==> config.mk <==
export PLATFORM = sky130hd
export DESIGN_NAME = piso16_serializer
export DESIGN_NICKNAME = d
export VERILOG_FILES = /design/src/rtl/piso_pkg.sv /design/src/rtl/mux16x1.sv /design/src/rtl/piso16_serializer.sv
export SDC_FILE = /design/constraint.sdc
export NUM_CORES = 1
export LEC_CHECK = 0
export BUFFER_PORTS_ARGS = -buffer_cell sky130_fd_sc_hd__buf_2
export CAP_MARGIN = 10
export CORE_ASPECT_RATIO = 1.2
export CORE_MARGIN = 3
export CORE_UTILIZATION = 46
export DETAILED_ROUTE_END_ITERATION = 8
export PLACE_DENSITY = 0.76
export SYNTH_ARGS = -nofsm -noshare
export SYNTH_HDL_FRONTEND = slang
export SYNTH_SLANG_ARGS = --single-unit
==> constraint.sdc <==
create_clock -name clk -period 1.37 [get_ports clk]
set_input_delay 0.0685 -clock clk [delete_from_list [all_inputs] [get_ports clk]]
set_output_delay 0.0685 -clock clk [all_outputs]
set_load 0.02 [all_outputs]
==> src/rtl/piso_pkg.sv <==
// Shared definitions for the 16-bit parallel-to-serial converter.
package piso_pkg;

  localparam int unsigned WORD_W = 16;
  localparam int unsigned SEL_W  = 4;

  typedef enum logic [1:0] {
    StIdle  = 2'd0,
    StShift = 2'd1,
    StGap   = 2'd2
  } state_e;

endpackage

==> src/rtl/mux16x1.sv <==
// 16:1 bit multiplexer: picks one bit of the word by select.
module mux16x1
  import piso_pkg::*;
(
  input  logic [WORD_W-1:0] data_i,
  input  logic [SEL_W-1:0]  sel_i,
  output logic              bit_o
);

  // Pure combinational bit select.
  always_comb begin
    bit_o = data_i[sel_i];
  end

endmodule

==> src/rtl/piso16_serializer.sv <==
// Parallel-to-serial converter: accepts a 16-bit word over valid/ready, then
// steps a 4-bit mux select across it, emitting one bit per clock.
module piso16_serializer
  import piso_pkg::*;
#(
  parameter bit          MSB_FIRST  = 1'b0,
  parameter int unsigned GAP_CYCLES = 0
) (
  input  logic              clk,
  input  logic              rst,
  input  logic [WORD_W-1:0] in_data,
  input  logic              in_valid,
  output logic              in_ready,
  output logic              ser_out,
  output logic              ser_valid,
  output logic [SEL_W-1:0]  sel_out,
  output logic              frame_start,
  output logic              done
);

  // Value loaded into the gap counter on leaving SHIFT; the GAP state lasts
  // gap_load+1 cycles, i.e. exactly GAP_CYCLES.
  localparam logic [3:0] GapLoad = (GAP_CYCLES == 0) ? 4'd0 : 4'(GAP_CYCLES - 1);
  localparam bit         BackToBack = (GAP_CYCLES == 0);

  state_e              state_q, state_d;
  logic [SEL_W-1:0]    cnt_q, cnt_d;
  logic [3:0]          gap_q, gap_d;
  logic [WORD_W-1:0]   word_q, word_d;

  logic                last_bit;
  logic                accept;
  logic [SEL_W-1:0]    sel;
  logic                raw_bit;

  assign last_bit = (state_q == StShift) && (cnt_q == 4'd15);
  // in_ready is forced low while rst is high, so a word offered during
  // reset is never accepted.
  assign in_ready = !rst && ((state_q == StIdle) || (BackToBack && last_bit));
  assign accept   = in_valid && in_ready;

  // Next-state logic for the FSM, bit counter, gap counter and held word.
  always_comb begin
    state_d = state_q;
    cnt_d   = cnt_q;
    gap_d   = gap_q;
    word_d  = word_q;
    unique case (state_q)
      StIdle: begin
        if (accept) begin
          state_d = StShift;
          cnt_d   = '0;
          word_d  = in_data;
        end
      end
      StShift: begin
        // At cnt==15 this wraps to 0, which is the start of a back-to-back word.
        cnt_d = cnt_q + 4'd1;
        if (last_bit) begin
          if (BackToBack) begin
            if (accept) begin
              state_d = StShift;
              word_d  = in_data;
            end else begin
              state_d = StIdle;
            end
          end else begin
            state_d = StGap;
            gap_d   = GapLoad;
          end
        end
      end
      StGap: begin
        if (gap_q == 4'd0) begin
          state_d = StIdle;
        end else begin
          gap_d = gap_q - 4'd1;
        end
      end
      default: begin
        state_d = StIdle;
      end
    endcase
  end

  // State registers with synchronous active-high reset.
  always_ff @(posedge clk) begin
    if (rst) begin
      state_q <= StIdle;
      cnt_q   <= '0;
      gap_q   <= '0;
      word_q  <= '0;
    end else begin
      state_q <= state_d;
      cnt_q   <= cnt_d;
      gap_q   <= gap_d;
      word_q  <= word_d;
    end
  end

  assign sel = MSB_FIRST ? (4'd15 - cnt_q) : cnt_q;

  mux16x1 u_mux (
    .data_i (word_q),
    .sel_i  (sel),
    .bit_o  (raw_bit)
  );

  // Output decode; everything is gated by ser_valid, which itself is low in reset.
  always_comb begin
    ser_valid   = !rst && (state_q == StShift);
    ser_out     = raw_bit & ser_valid;
    sel_out     = ser_valid ? sel : '0;
    frame_start = ser_valid && (cnt_q == 4'd0);
    done        = ser_valid && (cnt_q == 4'd15);
  end

endmodule

==> flow_summary.ini <==
[yosys]
synth_area_per_cell_um2 = 8.68
yosysSeqAreaShare = 0.400
ys_warn_count = 0
yosysMostFrequentCell = dfxtp_1
synthTopCellsByCount = dfxtp_1 (21), nand2b_1 (17), nand2_1 (16), o21ai_0 (14), nor2_1 (6)
synth-edff-count = 0
synth_xor_area_frac = 0.00834
synthArstFlopShare = 0
synth.cell_area_mm2 = 0.00105
synthCells = 121
synthAdderAreaFrac = 0.0238
synthSimpleGateAreaFrac = 0.277
synth_area_leaders = dfxtp_1 (40%), nand2b_1 (10%), o21ai_0 (6.7%)
synth_cell_type_count = 26
synth_mux_area_frac = 0.103
syn_nets = 142
yosysTopAreaCell = dfxtp_1
synth_compound_area_frac = 0.130
synth_top_area_share = 0.400
synth_top_family_by_area = simple AND/OR/NAND/NOR gates
yosys_most_used_dff = dfxtp_1
ys_ff_latch = 21

[critical_path]
critPathRequiredTime_ns = 1.30
r2r-end = word_q[0]
regToRegSetupSlack_ns = -0.41
r2r_start = cnt_q[0]
crit_path_end = ser_out
cp-end-kind = primary output
cp.arrival_ns = 1.74
critPathLaunch = cnt_q[0]
start_kind = register
critical_path_class = reg -> out
reg2reg_depth = 10
crit_fanout = 4

[placement]
pre_cts_ws_ns = -0.171
dp_hpwl_um = 1630
postPlaceCellArea_mm2 = 0.00126
dp_cells = 177
portBuffers = 27
globalplace.congestion = 0.851

[grt]
grt_pass1_wl_um = 4250
grt_antenna_before_repair = 0
use_met2 = 0.329
globalRouteTotalUtil = 0.189
grtUsageMet1 = 0.226
first_global_vias = 969
top_usage_layer = met2
grt_use_met3 = 0.0354
grt.overflow.total = 0
grt_max_degree = 33

[floorplan]
rows = 18
dieArea_mm2 = 0.00289
fp.coreArea_mm2 = 0.00212
io_pins = 28
initial_core_util = 0.496
die_y_um = 58.3
fp.dieW_um = 49.6

[sta]
slew_viol_final = 0
hold_viol = 0
setup_tns_ns = -7.01
worstMarginPinSlew_ns = 0.439
max_slew_margin = 0.707
timing.final.ws_setup_ns = -0.442
fin_crit_ns = 1.81
finalSetupViolations = 23
rsz0062_at_grt = true
skew_ns = 0.00464
max_freq_ghz = 0.552
post-route-period-util = 1.32

[layout]
drive_gt1_frac = 0.506
nets = 202
finalInstanceArea_mm2 = 0.00182
fin_cells = 210
antennaDiodeCount = 0
final_util = 0.860
syn_to_final_growth_pct = 73.4

[clocking]
cts.reportedPaths.clkPinSlew_ns = 0.12
insertion_delay_ns = 0.32
cts_root_buf = clkbuf_4
cts_sinks = 21
cts-buffers-inserted = 3
cts_htree_levels = 1
cts_tree = built
clockBufferDepth = 2

[hold_path]
hp-class = in -> reg

[drt]
viasPerCell = 5.22
first_pass_iters = 6
wl_per_cell_um = 17.3
drc = 0
detail-route-antenna-nets = 0
routed_wl_um = 3640
num_vias = 1097
drtIter0Drc = 31

[job]
drv_cap = 0

[pwr]
ir_drop_mv = 0.716
power_leakage_nw = 0.761
p_clk_frac = 0.238
sw_frac_of_total = 0.289
pwr-share-seq = 0.506
p_sw_uw = 385
intPower_uw = 950
combPwrFrac = 0.256
powerDensity_mw_per_mm2 = 734

[run_status]
status = finished, violations left
violations = setup timing
-- cell families (layout without fill, tap and decap cells) --
logic type / Yosys count / in the layout
AO/OA/AOI/OAI: 24 / 24
XOR/XNOR: 1 / 1
adder cells (fa/ha/maj): 2 / 2
buffers and inverters: 11 / 70
flip-flops: 21 / 21
multiplexers: 7 / 7
AND/OR/NAND/NOR: 55 / 55
-- cell type report --
class                           instances  area, µm²
Clock buffer                            4       26.3
Multi-Input combinational cell         89        753
Fill cell                             124        297
Timing Repair Buffer                   63        566
Inverter                                3       11.3
Sequential cell                        21        427
Tap cell                               30       37.5
-- sequential cells by signal, summed over array words and instances (netlist names) --
register and cells:
state_q 1, cnt_q 4, word_q 16
-- stage by stage --
| stage | power, mW | hold slack (ns) |
|---|---|---|
| 2_1_floorplan | 0.799 | 0.176 |
| 3_3_place_gp | 0.855 | 0.263 |
| 3_5_place_dp | 0.864 | 0.271 |
| 4_1_cts | 1.21 | 0.0484 |
| 5_1_grt | 1.39 | 0.0796 |
| 6_report | 1.34 | 0.0559 |
-- cells in the final DEF (no fill, tap or decap), types with 6 or more instances in the layout --
master         netlist  final
buf_2                1     22
dfxtp_1             21     18
nand2b_1            17     17
buf_6                2     16
dlygate4sd3_1        0     16
o21ai_1              3     10
nand2_2              0      9
nand2_4              0      7
nor2_1               6      6
buf_4                1      6
-- how the worst min path moves through the flow --
| stage | from | end | cells after the start |
|---|---|---|---|
| global placement | in_data[6] | word_q[6] | 3 |
| finish | in_valid | state_q[0] | 3 |
| global route | in_valid | state_q[0] | 3 |
| CTS | in_valid | state_q[0] | 3 |
| detailed placement | in_data[12] | word_q[12] | 3 |
| floorplan | rst | ser_valid | 1 |
-- worst max-delay path: stages, from the launching register on --
cell and delay, ns:
dfxtp_4 0.40, buf_6 0.11, mux4_2 0.49, mux2i_2 0.17, o22ai_2 0.11, buf_6 0.14
-- what timing repair did --
| item | CTS | global route |
|---|---|---|
| pin swaps | 1 | 25 |
| endpoints found under the hold margin | 16 | 0 |
| hold buffers | 16 | 0 |
| gates resized for setup | 27 | 51 |
| endpoints found under the setup margin | 22 | 25 |
| buffers inserted | 5 | 8 |
| gates cloned | 0 | 3 |
-- metal layers --
metal  routed length, µm  part of all wire
met1                1420              0.39
met2                1950              0.54
met3                 182             0.050
met4                  85             0.023
met5                   0                 0
-- power by group through the flow --
stage	registers (mW)	clock network [mW]	logic, mW
floorplan	0.678	0	0.121
global placement	0.686	0	0.169
detailed placement	0.686	0	0.178
CTS	0.672	0.298	0.238
global route	0.680	0.350	0.364
finish	0.676	0.317	0.342
Power figures use the tool's default switching activity.
